### src/rtl/br_resolve_sched_pkg.sv
// Shared branch-resolution definitions: state encodings, tag count and pending-entry record.
package br_resolve_sched_pkg;

    localparam int BR_MASK_W  = 4;
    localparam int BR_STATE_W = 2;

    typedef enum logic [BR_STATE_W-1:0] {
        BR_NO_BRANCH  = 2'd0,
        BR_PR_CORRECT = 2'd1,
        BR_PR_WRONG   = 2'd2
    } br_state_e;

    typedef struct packed {
        logic                 vld;
        logic                 wrong;
        logic [BR_MASK_W-1:0] dep;
    } br_pend_ent_t;

endpackage

### src/rtl/br_oldest_sel.sv
// Picks the oldest candidate tag: one whose dep mask names no other candidate; lowest index on ties.
module br_oldest_sel #(
    parameter int N     = 4,
    parameter int IDX_W = (N > 1) ? $clog2(N) : 1
) (
    input  logic [N-1:0]        cand,
    input  logic [N-1:0][N-1:0] dep,
    output logic                any,
    output logic [IDX_W-1:0]    idx
);

    logic [N-1:0] qual;
    logic         found;

    always_comb begin
        qual  = '0;
        idx   = '0;
        found = 1'b0;
        any   = |cand;
        for (int unsigned i = 0; i < N; i++) begin
            qual[i] = cand[i] && ((dep[i] & cand & ~(N'(1) << i)) == '0);
        end
        for (int unsigned i = 0; i < N; i++) begin
            if (qual[i] && !found) begin
                idx   = IDX_W'(i);
                found = 1'b1;
            end
        end
        // A cyclic dep pattern cannot arise legally; still issue something rather than stall.
        for (int unsigned i = 0; i < N; i++) begin
            if (cand[i] && !found) begin
                idx   = IDX_W'(i);
                found = 1'b1;
            end
        end
    end

endmodule

### src/rtl/br_resolve_sched.sv
// Branch resolution scheduler: tag-indexed pending table, one issue per cycle, mispredicts first.
// Optional macro BR_SCHED_BYPASS_EN: empty-table arrivals issue in their arrival cycle.
module br_resolve_sched #(
    parameter int NUM_BRU    = 2,
    parameter int BR_MASK_W  = br_resolve_sched_pkg::BR_MASK_W,
    parameter int BR_STATE_W = br_resolve_sched_pkg::BR_STATE_W
) (
    input  logic                              clk,
    input  logic                              rst,
    input  logic [NUM_BRU-1:0]                bru_valid_i,
    input  logic [NUM_BRU-1:0][BR_MASK_W-1:0] bru_br_bit_i,
    input  logic [NUM_BRU-1:0][BR_MASK_W-1:0] bru_dep_mask_i,
    input  logic [NUM_BRU-1:0]                bru_wrong_i,
    output logic [BR_STATE_W-1:0]             br_state_o,
    output logic [BR_MASK_W-1:0]              br_dep_mask_o,
    output logic                              recover_o,
    output logic [$clog2(BR_MASK_W):0]        pend_cnt_o
);

    import br_resolve_sched_pkg::*;

    localparam int IDX_W = $clog2(BR_MASK_W);
    localparam int CNT_W = $clog2(BR_MASK_W) + 1;

    br_pend_ent_t tbl     [BR_MASK_W];
    br_pend_ent_t tbl_nxt [BR_MASK_W];
    logic [CNT_W-1:0] cnt_nxt;

    logic [BR_MASK_W-1:0]                vld_vec;
    logic [BR_MASK_W-1:0]                wrong_cand;
    logic [BR_MASK_W-1:0][BR_MASK_W-1:0] dep_vec;
    logic                                w_any;
    logic [IDX_W-1:0]                    w_idx;

    logic                 iss_vld;
    logic                 iss_wrong;
    logic [BR_MASK_W-1:0] iss_tag;
    logic [BR_MASK_W-1:0] iss_mask;
    logic [NUM_BRU-1:0]   byp_sel;
    logic                 keep;

    always_comb begin
        vld_vec    = '0;
        wrong_cand = '0;
        dep_vec    = '0;
        for (int unsigned t = 0; t < BR_MASK_W; t++) begin
            vld_vec[t]    = tbl[t].vld;
            wrong_cand[t] = tbl[t].vld & tbl[t].wrong;
            dep_vec[t]    = tbl[t].dep;
        end
    end

    br_oldest_sel #(.N(BR_MASK_W), .IDX_W(IDX_W)) u_oldest (
        .cand (wrong_cand),
        .dep  (dep_vec),
        .any  (w_any),
        .idx  (w_idx)
    );

    always_comb begin
        iss_vld   = 1'b0;
        iss_wrong = 1'b0;
        iss_tag   = '0;
        iss_mask  = '0;
        byp_sel   = '0;
        if (!rst) begin
            iss_vld = 1'b0;
        end else if (w_any) begin
            iss_vld   = 1'b1;
            iss_wrong = 1'b1;
            iss_tag   = BR_MASK_W'(1) << w_idx;
            iss_mask  = dep_vec[w_idx] | iss_tag;
        end else if (|vld_vec) begin
            for (int unsigned t = 0; t < BR_MASK_W; t++) begin
                if (vld_vec[t] && !iss_vld) begin
                    iss_vld  = 1'b1;
                    iss_tag  = BR_MASK_W'(1) << t;
                    iss_mask = dep_vec[t] | iss_tag;
                end
            end
        end else begin
`ifdef BR_SCHED_BYPASS_EN
            for (int unsigned b = 0; b < NUM_BRU; b++) begin
                if (bru_valid_i[b] && !iss_vld) begin
                    iss_vld    = 1'b1;
                    iss_wrong  = bru_wrong_i[b];
                    iss_tag    = bru_br_bit_i[b];
                    iss_mask   = bru_dep_mask_i[b] | bru_br_bit_i[b];
                    byp_sel[b] = 1'b1;
                end
            end
`else
            iss_vld = 1'b0;
`endif
        end
    end

    assign br_state_o    = !iss_vld ? BR_STATE_W'(BR_NO_BRANCH)
                         : iss_wrong ? BR_STATE_W'(BR_PR_WRONG) : BR_STATE_W'(BR_PR_CORRECT);
    assign br_dep_mask_o = iss_mask;
    assign recover_o     = iss_vld & iss_wrong;

    // Issued tag is retired, its dependents squashed on a mispredict, and its bit dropped everywhere else.
    always_comb begin
        keep    = 1'b0;
        cnt_nxt = '0;
        for (int unsigned t = 0; t < BR_MASK_W; t++) begin
            tbl_nxt[t]     = tbl[t];
            tbl_nxt[t].dep = tbl[t].dep & ~iss_tag;
            if (iss_tag[t] || (iss_wrong && ((tbl[t].dep & iss_tag) != '0))) begin
                tbl_nxt[t] = '0;
            end
        end
        for (int unsigned b = 0; b < NUM_BRU; b++) begin
            keep = bru_valid_i[b] && !byp_sel[b]
                && !(iss_wrong && ((bru_dep_mask_i[b] & iss_tag) != '0));
            for (int unsigned t = 0; t < BR_MASK_W; t++) begin
                if (keep && bru_br_bit_i[b][t]) begin
                    tbl_nxt[t].vld   = 1'b1;
                    tbl_nxt[t].wrong = bru_wrong_i[b];
                    tbl_nxt[t].dep   = bru_dep_mask_i[b] & ~iss_tag;
                end
            end
        end
        for (int unsigned t = 0; t < BR_MASK_W; t++) begin
            cnt_nxt = cnt_nxt + CNT_W'(tbl_nxt[t].vld);
        end
    end

    always_ff @(posedge clk) begin
        if (!rst) begin
            for (int unsigned t = 0; t < BR_MASK_W; t++) begin
                tbl[t] <= '0;
            end
            pend_cnt_o <= '0;
        end else begin
            for (int unsigned t = 0; t < BR_MASK_W; t++) begin
                tbl[t] <= tbl_nxt[t];
            end
            pend_cnt_o <= cnt_nxt;
        end
    end

`ifndef SYNTHESIS
    always_ff @(posedge clk) begin
        if (rst) begin
            for (int unsigned b = 0; b < NUM_BRU; b++) begin
                for (int unsigned t = 0; t < BR_MASK_W; t++) begin
                    if (bru_valid_i[b] && bru_br_bit_i[b][t]) begin
                        assert (!tbl[t].vld)
                            else $error("arrival on tag %0d already pending", t);
                    end
                end
            end
        end
    end
`endif

endmodule

### config.mk
export PLATFORM = sky130hd
export DESIGN_NAME = br_resolve_sched
export DESIGN_NICKNAME = d
export VERILOG_FILES = /design/src/rtl/br_resolve_sched_pkg.sv /design/src/rtl/br_oldest_sel.sv /design/src/rtl/br_resolve_sched.sv
export SDC_FILE = /design/constraint.sdc
export NUM_CORES = 1
export LEC_CHECK = 0
export ABC_AREA = 1
export ABC_CLOCK_PERIOD_IN_PS = 3800
export CORE_UTILIZATION = 43
export DETAILED_ROUTE_END_ITERATION = 6
export PLACE_DENSITY = 0.77
export SLEW_MARGIN = 20
export SYNTH_ARGS = -nofsm -noshare
export SYNTH_HDL_FRONTEND = slang
export SYNTH_SLANG_ARGS = --single-unit
### constraint.sdc
create_clock -name clk -period 3.8 [get_ports clk]
set_input_delay 0.76 -clock clk [delete_from_list [all_inputs] [get_ports clk]]
set_output_delay 0.76 -clock clk [all_outputs]
set_load 0.05 [all_outputs]
==> metrics.yaml <==
power:
  power_frac_seq: 0.304
  ir_worst_vdd_mv: 0.150
  p_int_uw: 609
  switchingPower_uw: 433
  combPwrFrac: 0.477
  p_clk_frac: 0.219
  sw_frac_of_total: 0.416
  leakagePower_nw: 1.54
  power.density_mw_per_mm2: 345
logic_synthesis:
  synth.top_cell.area_share: 0.197
  synth_fa_ha_area_frac: 0.0185
  synth-seq-cells: 24
  ys_seq_area_frac: 0.197
  synth_area_mm2: 0.00244
  synth_edf_count: 0
  synth.most_common_cell: "nand2_1"
  synthTopCellsByCount: "113 x nand2_1, 64 x inv_1, 46 x nand3_1, 39 x nor2_1, 32 x nand4_1"
  synth_compound_area_frac: 0.0986
  synthFlopType: "dfxtp_1"
  synthDistinctLibCells: 37
  synth_top_family_by_area: "simple AND/OR/NAND/NOR gates"
  ys.warnings.count: 0
  synth_area_leaders: "dfxtp_1 20%, nand2_1 17%, inv_1 9.9%"
  synth_nets: 434
  synthSimpleGateAreaFrac: 0.541
  synthArstFlopShare: 0
  synth.largest_area_cell: "dfxtp_1"
  synthXorXnorAreaFrac: 0
  avgSynthCellArea_um2: 5.96
  syn_inst: 409
  muxShareOfSynthArea: 0
floorplanning:
  ios: 32
  rows: 27
  core_mm2: 0.00547
  start_util: 0.445
  die-height_um: 77.3
  die_w_um: 77.3
  die_area_mm2: 0.00597
grt:
  antenna_found_initial: 0
  grt_pass1_wl_um: 12800
  first_global_vias: 2686
  grt.total_usage: 0.270
  overflow: 0
  grt_max_degree: 26
clock_tree:
  worstSkewPairLatency_ns: 0.28
  clk_pin_slew_ns: 0.08
  cts_root_buf: "clkbuf_8"
  htree_levels: 1
  clkSinkCount: 24
  cts_setup_buffers: 0
  cts_tree: "yes"
  cts_made_buffers: 3
  clockBufferDepth: 2
sta:
  relSlewSlack: 0.612
  tightest_slew_ns: 0.581
  period_needed_ns: 3.50
  finalMaxSlewViolations: 0
  fmax_mhz: 286
  period_share: 0.920
  fin_tns_setup_ns: 0
  setup_viol: 0
  rsz0062_at_grt: "no"
  report.final.hold_viol_count: 0
  finalClockSkew_ns: 0.00603
critical_path:
  end_kind: "flip-flop"
  r2r_cells: 21
  crit_start: "rst"
  cp.arrival_ns: 3.68
  crit_path_end: "pend_cnt_o[1]$_SDFF_PN0_"
  critPathRequiredTime_ns: 3.98
  r2r_start: "tbl[2][5]$_SDFF_PN0_"
  reg2reg_slack_ns: 0.33
  worst_setup_path_start_kind: "input pin"
  crit_type: "input pin to flip-flop"
  worstReg2RegEnd: "pend_cnt_o[1]$_SDFF_PN0_"
  worst-path-max-fanout: 7
job:
  cap_viol_max_count: 0
detailed_routing:
  drtIter0Drc: 222
  drcViolationCount: 0
  vias_per_cell: 5.58
  dr.pass1.iters: 5
  routed_wl_um: 7620
  wl_per_cell_um: 14.7
  antenna_left: 0
  num_vias: 2895
layout:
  nets: 473
  drive_gt1_frac: 0.168
  antenna_cells: 0
  fill_cells: 560
  instances_no_fill: 519
  final_cell_area_mm2: 0.00302
  area_growth_pct: 23.9
placed_design:
  hpwl_um: 6080
  io_buffers: 31
  dp.cells: 515
  gp_congestion: 0.974
  place_area_mm2: 0.00294
worst_hold_path:
  min_path_type: "flip-flop to flip-flop"
run_status:
  outcome: "complete, no violations"
worst min-delay path by stage:
stage / startpoint / cells after the start / endpoint / slack [ns]
after global placement: tbl[2][4]$_SDFFE_PN0P_ / 4 / tbl[2][4]$_SDFFE_PN0P_ / 0.60
after CTS: tbl[3][4]$_SDFFE_PN0P_ / 4 / tbl[3][4]$_SDFFE_PN0P_ / 0.62
after floorplan: tbl[2][4]$_SDFFE_PN0P_ / 4 / tbl[2][4]$_SDFFE_PN0P_ / 0.56
after global routing: tbl[1][4]$_SDFFE_PN0P_ / 4 / tbl[1][4]$_SDFFE_PN0P_ / 0.67
final: tbl[3][4]$_SDFFE_PN0P_ / 4 / tbl[3][4]$_SDFFE_PN0P_ / 0.62
after detailed placement: tbl[3][4]$_SDFFE_PN0P_ / 4 / tbl[3][4]$_SDFFE_PN0P_ / 0.61
state kept, by name, summed over array words and instances (netlist names):
name and flops:
tbl 21, pend_cnt_o 3
metal layers:
metal  vias up  track usage  part of all wire
li1       1399            -                 -
met1      1314        0.339              0.41
met2       157        0.456              0.47
met3        25       0.0333             0.084
met4         0        0.126             0.037
met5         -            0                 0
layout by cell type (no fill, tap or decap), drive strengths merged:
cell,count
a311oi,1
o22ai,1
o21bai,1
clkbuf,3
bufinv,1
o2111ai,2
o21ai,10
ha,2
buf,24
nand2,126
fa,1
inv,71
dfxtp,24
o211ai,5
nor2,45
a21oi,6
a21boi,1
a211oi,4
clkinv,2
nand4,33
nor3,2
nand3,57
clkdlybuf4s50,24
a2111oi,1
cell type report:
class                   instances  area, µm²  area share
multi-input cells             298       1610       0.532
repair buffers                 48        495       0.164
flip-flops and latches         24        482       0.160
inverters                      73        274      0.0908
well taps                      72       90.1      0.0299
clock buffers                   3       41.3      0.0137
clock inverters                 1       30.0     0.00995
power by group through the flow:
stage | logic [mW] | clock network, mW | registers (mW)
2_1_floorplan | 0.297 | 0 | 0.335
3_3_place_gp | 0.488 | 0 | 0.321
3_5_place_dp | 0.489 | 0 | 0.321
4_1_cts | 0.492 | 0.229 | 0.315
5_1_grt | 0.544 | 0.238 | 0.320
6_report | 0.497 | 0.228 | 0.317
critical path, cell delays in order:
cell and delay (ns):
clkdlybuf4s50_1 0.48, clkinv_1 0.24, nor2_1 0.43, nand2_1 0.38
nand3_4 0.21, o211ai_2 0.13, fa_1 0.48, ha_1 0.20
ha_1 0.26, nand2_1 0.06, inv_1 0.03
cell families (layout without fill, tap and decap cells):
kind of cell             after synthesis  count (layout)
AO/OA/AOI/OAI                         32              32
flip-flops                            24              24
buffers and inverters                 87             125
AND/OR/NAND/NOR                      263             263
adder cells (fa/ha/maj)                3               3
through the flow:
step / hold slack, ns / setup slack, ns / power (mW) / util
after floorplan: 0.556 / 0.241 / 0.632 / -
after global placement: 0.603 / 0.0919 / 0.809 / 0.538
after detailed placement: 0.605 / 0.0481 / 0.810 / 0.538
after CTS: 0.618 / 0.276 / 1.04 / 0.551
after global routing: 0.670 / 0.0378 / 1.10 / 0.551
final: 0.619 / 0.304 / 1.04 / 0.551
what timing repair did:
item                                    4_1_cts  5_1_grt
resized for setup                             0        2
hold buffers                                  0        0
endpoints found under the setup margin        0        1
(Power assumes the default switching activity.)
